### src/rtl/vector_lane_packer_pkg.sv
// Shared lane-count and lane-width constants for the vector lane packer,
// plus the packer's control-state encoding.
package vector_lane_packer_pkg;

  localparam int K_LANES     = 4;
  localparam int LANE_DATA_W = 32;

  typedef enum logic {
    ST_FILL = 1'b0,
    ST_HOLD = 1'b1
  } state_e;

endpackage

### src/rtl/vector_lane_packer_lane_register_bank.sv
// K x DATA_W register bank with per-lane write enables and a synchronous clear.
// The clear takes priority over any lane write in the same cycle.
module lane_register_bank
  import vector_lane_packer_pkg::*;
#(
  parameter int K      = K_LANES,
  parameter int DATA_W = LANE_DATA_W
) (
  input  logic                  clk,
  input  logic                  rst_n,
  input  logic                  clr,
  input  logic [K-1:0]          we,
  input  logic [K*DATA_W-1:0]   wdata,
  output logic [K*DATA_W-1:0]   q
);

  logic [K*DATA_W-1:0] lanes_q, lanes_d;

  always_comb begin
    lanes_d = lanes_q;
    if (clr) begin
      lanes_d = '0;
    end else begin
      for (int i = 0; i < K; i++) begin
        if (we[i]) lanes_d[i*DATA_W +: DATA_W] = wdata[i*DATA_W +: DATA_W];
      end
    end
  end

  always_ff @(posedge clk or negedge rst_n) begin
    if (!rst_n) lanes_q <= '0;
    else        lanes_q <= lanes_d;
  end

  assign q = lanes_q;

endmodule

### src/rtl/vector_lane_packer.sv
// Serial-to-parallel packer: collects scalar words into a K-lane vector (lane 0 first)
// using a fill bank and an output bank so one word per cycle flows under backpressure.
module vector_lane_packer
  import vector_lane_packer_pkg::*;
#(
  parameter  int K      = K_LANES,
  parameter  int DATA_W = LANE_DATA_W,
  localparam int CNT_W  = $clog2(K + 1)
) (
  input  logic                clk,
  input  logic                reset,
  input  logic                in_valid,
  output logic                in_ready,
  input  logic [DATA_W-1:0]   in_data,
  input  logic                in_last,
  output logic                out_valid,
  input  logic                out_ready,
  output logic [K*DATA_W-1:0] out_data,
  output logic [CNT_W-1:0]    out_count
);

  localparam int PTR_W = (K > 1) ? $clog2(K) : 1;

  state_e              state_q, state_d;
  logic [PTR_W-1:0]    wptr_q, wptr_d;
  logic                out_valid_q, out_valid_d;
  logic [CNT_W-1:0]    count_q, count_d;
  logic [CNT_W-1:0]    held_cnt_q, held_cnt_d;

  logic [K-1:0]        lane_sel;
  logic [K-1:0]        fill_we, out_we;
  logic                fill_clr;
  logic [K*DATA_W-1:0] fill_q, merged, out_wdata;
  logic                accept, complete, out_free;
  logic [CNT_W-1:0]    cur_cnt;

  assign in_ready = (state_q == ST_FILL);
  assign accept   = in_valid & in_ready;
  assign complete = accept & (in_last | (wptr_q == PTR_W'(K - 1)));
  assign out_free = ~out_valid_q | out_ready;
  assign cur_cnt  = CNT_W'(wptr_q) + CNT_W'(1);

  // The completing word is still in flight when the vector is handed to the output
  // bank, so the output sees the fill bank with that word merged into its lane.
  always_comb begin
    merged = fill_q;
    for (int i = 0; i < K; i++) begin
      lane_sel[i] = (wptr_q == PTR_W'(i));
      if (lane_sel[i]) merged[i*DATA_W +: DATA_W] = in_data;
    end
  end

  always_comb begin
    state_d     = state_q;
    wptr_d      = wptr_q;
    out_valid_d = out_valid_q & ~out_ready;
    count_d     = count_q;
    held_cnt_d  = held_cnt_q;
    fill_we     = '0;
    fill_clr    = 1'b0;
    out_we      = '0;
    out_wdata   = merged;
    unique case (state_q)
      ST_FILL: begin
        if (complete && out_free) begin
          out_we      = '1;
          count_d     = cur_cnt;
          out_valid_d = 1'b1;
          fill_clr    = 1'b1;
          wptr_d      = '0;
        end else if (complete) begin
          fill_we    = lane_sel;
          held_cnt_d = cur_cnt;
          wptr_d     = '0;
          state_d    = ST_HOLD;
        end else if (accept) begin
          fill_we = lane_sel;
          wptr_d  = wptr_q + PTR_W'(1);
        end
      end
      ST_HOLD: begin
        if (out_ready) begin
          out_we      = '1;
          out_wdata   = fill_q;
          count_d     = held_cnt_q;
          out_valid_d = 1'b1;
          fill_clr    = 1'b1;
          state_d     = ST_FILL;
        end
      end
      default: state_d = ST_FILL;
    endcase
  end

  always_ff @(posedge clk or negedge reset) begin
    if (!reset) begin
      state_q     <= ST_FILL;
      wptr_q      <= '0;
      out_valid_q <= 1'b0;
      count_q     <= '0;
      held_cnt_q  <= '0;
    end else begin
      state_q     <= state_d;
      wptr_q      <= wptr_d;
      out_valid_q <= out_valid_d;
      count_q     <= count_d;
      held_cnt_q  <= held_cnt_d;
    end
  end

  lane_register_bank #(.K(K), .DATA_W(DATA_W)) u_fill_bank (
    .clk   (clk),
    .rst_n (reset),
    .clr   (fill_clr),
    .we    (fill_we),
    .wdata ({K{in_data}}),
    .q     (fill_q)
  );

  lane_register_bank #(.K(K), .DATA_W(DATA_W)) u_out_bank (
    .clk   (clk),
    .rst_n (reset),
    .clr   (1'b0),
    .we    (out_we),
    .wdata (out_wdata),
    .q     (out_data)
  );

  assign out_valid = out_valid_q;
  assign out_count = count_q;

endmodule

### config.mk
export PLATFORM = sky130hd
export DESIGN_NAME = vector_lane_packer
export DESIGN_NICKNAME = d
export VERILOG_FILES = /design/src/rtl/vector_lane_packer_pkg.sv /design/src/rtl/vector_lane_packer_lane_register_bank.sv /design/src/rtl/vector_lane_packer.sv
export SDC_FILE = /design/constraint.sdc
export NUM_CORES = 1
export LEC_CHECK = 0
export CORE_ASPECT_RATIO = 0.8
export CORE_UTILIZATION = 55
export DETAILED_ROUTE_END_ITERATION = 8
export HOLD_SLACK_MARGIN = 0.05
export PLACE_DENSITY_LB_ADDON = 0.15
export SETUP_SLACK_MARGIN = 0.15
export SLEW_MARGIN = 20
export SYNTH_ARGS = -nofsm -noshare
export SYNTH_HDL_FRONTEND = slang
export SYNTH_SLANG_ARGS = --single-unit
### constraint.sdc
create_clock -name clk -period 2.2 [get_ports clk]
set_input_delay 0.44 -clock clk [delete_from_list [all_inputs] [get_ports clk]]
set_output_delay 0.44 -clock clk [all_outputs]
set_load 0.01 [all_outputs]
* Word level (Yosys, flattened, before mapping) *
Index checks and enable logic that the tools add are counted.

operators by class
  add/subtract/negate cells = 2
  $mul = 0
  div/mod/pow operators = 0
  $lt $le $gt $ge = 0
  eq/ne operators = 5
  shift-type cells = 0
  mux-type cells = 34
  bitwise gates (word level) = 9
  reduce and logical (&&, ||, !) cells = 10

operators by type and width
  operator                                              count
  2-to-1 mux 128 bit                                    3
  2-to-1 mux 32 bit                                     8
  2-to-1 mux 4 bit                                      6
  one-hot mux 4 bit (2 select lines)                    1
  nonzero test 2 bit                                    4
  2-to-1 mux 1 bit                                      7
  2-to-1 mux 2 bit                                      3
  2-to-1 mux 3 bit                                      2
  one-hot mux 1 bit (2 select lines)                    3
  one-hot mux 3 bit (2 select lines)                    1
  equality test 2 bit (second input constant)           2
  NOT 1 bit                                             4
  AND reduction 2 bit                                   2
  adder 2 x 1 -> 3 bit (second input constant)          1
  AND 1 bit                                             3
  AND reduction 3 bit                                   1
  nonzero test 3 bit                                    1
  adder 2 x 1 -> 2 bit (second input constant)          1
  equality test 2 x 1 -> 1 bit (second input constant)  1
  zero test 2 bit                                       1
  != test 2 x 1 -> 1 bit (second input constant)        1
  != test 2 bit (second input constant)                 1
  bitwise OR 1 bit                                      2
  logical AND 1 bit                                     1

storage, ports and cells
  register bits after elaboration = 266
  latch bits = 0
  memory bits (writable) = 0
  ROM bits = 0
  input port bits = 37
  output and inout bits = 133
  logic and storage cells = 73
  memories kept = 0

* Depth between registers and ports, before layout *
  word-level depth = 8
  depth in mapped cells = 7
  gate-level depth less buffers = 5

* By module *
A second synthesis with hierarchy kept.

second synthesis, totals
  cell total of the unflattened synthesis = 1027
  area, all modules = 13415.4 um2

modules (own cells, without submodules)
  module              instances  cells each  area an instance (um2)
  lane_register_bank  2          414         5320.1
  vector_lane_packer  1          199         2775.2

* Worst setup path before layout *
Ideal clock, no wire load.

  path kind = flip-flop to flip-flop
  start = reg wptr_q[0]
  end = reg u_out_bank.lanes_q[65] (netlist: u_out_bank.q[65])
  arrival time = 1.708 ns
  path slack = 0.367 ns
  cell stages (with the launch flop) = 7
  path buffers = 1
  path through = dfrtp_1 inv_1 ha_1 a21boi_2 buf_2 mux2_2 mux2_4

between the ends
  cells in the longest elaborated chain, start to end = 6
  elaborated cells on any way between the ends = 10
  classes of those cells = eq/ne: 2; mux: 5; bitwise: 2; reduce/logical: 1

RTL lines
  item                                RTL line                                     source
  start, declared                     vector_lane_packer.sv:25                     logic [PTR_W-1:0] wptr_q, wptr_d;
  start signal, assigned              vector_lane_packer.sv:104                    wptr_q <= wptr_d;
  equality test 2 bit                 vector_lane_packer.sv:39                     assign complete = accept & (in_last | (wptr_q == PTR_W'(K - 1)));
  bitwise OR 1 bit                    vector_lane_packer.sv:39
  AND 1 bit                           vector_lane_packer.sv:39
  logical AND 1 bit                   vector_lane_packer.sv:65                     if (complete && out_free) begin
  2-to-1 mux 4 bit                    vector_lane_packer.sv:65
  one-hot mux 4 bit (2 select lines)  vector_lane_packer.sv:63                     unique case (state_q)
  end signal, assigned                vector_lane_packer_lane_register_bank.sv:32  else lanes_q <= lanes_d;
  end, declared                       vector_lane_packer_lane_register_bank.sv:17  logic [K*DATA_W-1:0] lanes_q, lanes_d;

Several ways; a longest one is shown, not always the timed one.
A chain may end at the register's enable or synchronous reset.

* Worst setup path in the final report *
  start = reg wptr_q[0]
  end = reg u_out_bank.lanes_q[77] (netlist: u_out_bank.q[77])

The elaborated chain is that of the path after synthesis.

==> run_results.csv <==
group,metric,value,unit
run_status,status,"completed",
route,vias,8425,
floorplan,coreArea,22500,sq um
cells_and_area,nFillCells,1644,
cts,cts_root_buf,"clkbuf_16",
cells_and_area,nets,1218,
floorplan,die_h,138,microns
floorplan,ios,170,
grt,grtUsageMet1,0.398,
sta,rsz0062_at_grt,"no",
synth,syn_area,12700,sq um
cells_and_area,layout_commonest_cell,"dfrtp_1",
floorplan,row_count,49,
worst_setup_path,crit_fanout,6,
worst_setup_path,critical_path.slowest_cell,"dfrtp_1",
worst_setup_path,endpoint_kind,"flip-flop",
cts,clk_latency,0.53,ns
cts,cts_max_path_buffers,3,
pwr,p_leak,0.00740,uW
synth,synth_area_leaders,"dfrtp_1 53%, mux2_4 15%, mux2_2 12%, nand2_1 5.8%, a21oi_1 3.8%",
worst_setup_path,cp-start-kind,"flip-flop",
worst_setup_path,r2r_end,"u_out_bank.q[77]",
grt,use_met3,0.0342,
sta,finalSetupViolations,0,
grt,grt_pass1_wl,46.4,mm
sta,period_needed,2.00,ns
sta,tightest_slew,0.695,ns
floorplan,die_w,172,microns
sta,period_share,0.910,
worst_setup_path,worstSetupPathDepth,7,
sta,holdWs,0.414,ns
grt,use_met2,0.377,
cells_and_area,most-common-layout-cells,"266 x dfrtp_1, 195 x nand2_1, 167 x clkdlybuf4s50_1",
cts,cts_sinks,266,
cts,cts_tree,"done",
pwr,pwr_density_cell,1140,nW/um^2
cells_and_area,syn_to_final_growth,25.4,%
place,io_buffers,169,
sta,report.final.hold_viol_count,0,
synth,synth_warnings,0,
synth,synth_largest_area_cell,"dfrtp_1",
floorplan,dieArea,23600,sq um
route,wl_per_cell,20.2,microns
place,pre_cts_ws,-0.0989,ns
cts,clk_pin_slew,0.06,ns
route,ant_nets,0,
sta,final_max_slew_viol_count,0,
run,drv_cap,0,
worst_setup_path,cpLargestDelayFamily,"multiplexers",
sta,skew,0.00925,ns
pwr,peakVddDrop,627,uV
synth,synth_top_cell_area_share,0.526,
worst_setup_path,r2r_cells,7,
worst_setup_path,r2r_slack,0.20,ns
synth,synth-seq-cells,266,
worst_setup_path,critPathBufInv,3,
grt,grt_max_degree,77,
synth,synth_nets,1032,
route,totalWireLength,30.4,mm
worst_setup_path,path_cells,"inv_2, ha_2, a21boi_4, buf_12, buf_12, mux2_2, mux2_4",
route,first_pass_iters,5,
worst_setup_path,cp.arrival,2.41,ns
grt,grt_pass1_vias,8157,
worst_setup_path,crit_path_frequent_cell,"buf_12",
cts,cts_htree_levels,1,
sta,slew_headroom,0.536,
route,drt_iter0_drc,581,
hold_path,hold_class,"primary input to asynchronous set/reset pin",
worst_setup_path,cp_data_required_time,2.61,ns
route,drcViolationCount,0,
worst_setup_path,path_class,"flip-flop to flip-flop",
worst_setup_path,max_stage_delay,0.43,ns
synth,synth_area_per_cell,12.8,sq um
sta,clock.fmax,0.500,GHz
grt,gr-total-overflow,0,
worst_setup_path,crit_end,"u_out_bank.q[77]",
sta,layout_setup_ws,0.199,ns
worst_setup_path,r2r_start,"wptr_q[0]",
place,finalWeightedCongestion,0.750,
synth,ys_seq_area_frac,0.526,
synth,ys_types,30,
worst_setup_path,crit_path_start,"wptr_q[0]",
grt,grtUsageTotal,0.255,
grt,antenna_found_initial,0,
cells_and_area,diodes,0,
cells_and_area,layout-drive-gt1-share,0.345,
synth,syn_inst,991,
route,via_per_inst,5.61,
grt,busiest_layer,"met1",
cts,numCtsBuffers,27,
cells_and_area,utilization,0.705,
floorplan,start_util,0.562,
place,place_hpwl,18.9,mm
power by group:
group	total, uW	switching, uW	leakage [uW]	internal (uW)
Sequential	6990	812	0.00355	6180
Clock	4520	1880	0.000442	2640
Combinational	6510	2550	0.00340	3950
Total	18000	5250	0.00740	12800
cell usage after synthesis:
master	n
o22ai_1	1
nand3b_1	3
and4bb_2	1
dfrtp_1	266
nor2_1	2
clkbuf_1	24
o22a_2	1
buf_6	8
mux2_4	125
buf_8	3
nand2b_4	1
and3b_1	3
a21boi_2	4
o211ai_1	1
mux2_2	139
o21ai_0	2
nand2b_1	1
a31o_2	32
or3_1	1
nor3_1	1
o21a_1	1
a21oi_1	96
nand2_1	195
inv_1	3
and3_1	32
buf_12	11
buf_4	5
ha_1	4
a22o_1	2
buf_2	23
state kept, by name, summed over array words and instances (netlist names):
| register | flops |
|---|---|
| out_count | 3 |
| u_fill_bank.q | 128 |
| wptr_q | 2 |
| u_out_bank.q | 128 |
| state_q | 1 |
| held_cnt_q | 3 |
| out_valid | 1 |
worst reg2reg max path, stage by stage (launching register included):
cell and delay, ns:
dfrtp_1 0.43, inv_2 0.10, ha_2 0.21, a21boi_4 0.23
buf_12 0.15, buf_12 0.14, mux2_2 0.36, mux2_4 0.26
area by class of cell:
class,count,area [sq um],area share
flip-flops and latches,266,6660,0.419
multi-input cells,649,5470,0.344
repair buffers,230,2480,0.156
clock buffers,40,805,0.0507
well taps,306,383,0.0241
clock inverters,9,73.8,0.00465
inverters,3,11.3,0.000709
repair_timing:
item / in CTS / in global routing
setup endpoints to repair: 33 / 145
endpoints found under the hold margin: 41 / 0
buffers inserted: 0 / 3
gates resized for setup: 2 / 5
hold buffers: 1 / 0
cloned: 1 / 3
metrics by stage:
| stage | TNS (ns) | cell area [sq um] | power, uW | instances |
|---|---|---|---|---|
| floorplan | 0 | 12700 | 10500 | 991 |
| global placement | -3.50 | 14900 | 13300 | 1446 |
| detailed placement | -4.89 | 14900 | 13400 | 1446 |
| CTS | 0 | 15800 | 18000 | 1497 |
| global route | 0 | 15900 | 18800 | 1503 |
| finish | 0 | 15900 | 18000 | 1503 |
routing by layer:
metal	wire, microns	part of all wire
met1	14900	0.49
met2	13600	0.45
met3	1560	0.051
met4	401	0.013
met5	0	0
cells by family (layout without fill, tap and decap cells):
logic type                 count (synthesis)  count (layout)  synth area share
buffers and inverters                     77             282            0.0482
adders and majority gates                  4               4           0.00396
muxes                                    264             264             0.272
DFF                                      266             266             0.526
and+or+nand+nor                          240             240            0.0816
AOI/OAI and AO/OA                        140             141            0.0683
how the worst min path moves through the flow:
stage | start | to | slack, ns
3_5_place_dp | reset | u_fill_bank.q[39] | 0.37
4_1_cts | reset | u_fill_bank.q[39] | 0.42
3_3_place_gp | reset | u_fill_bank.q[39] | 0.37
5_1_grt | reset | u_fill_bank.q[39] | 0.47
6_report | reset | u_fill_bank.q[39] | 0.41
2_1_floorplan | reset | held_cnt_q[0] | 0.14
Note: power is estimated with default switching activity, not from simulation.
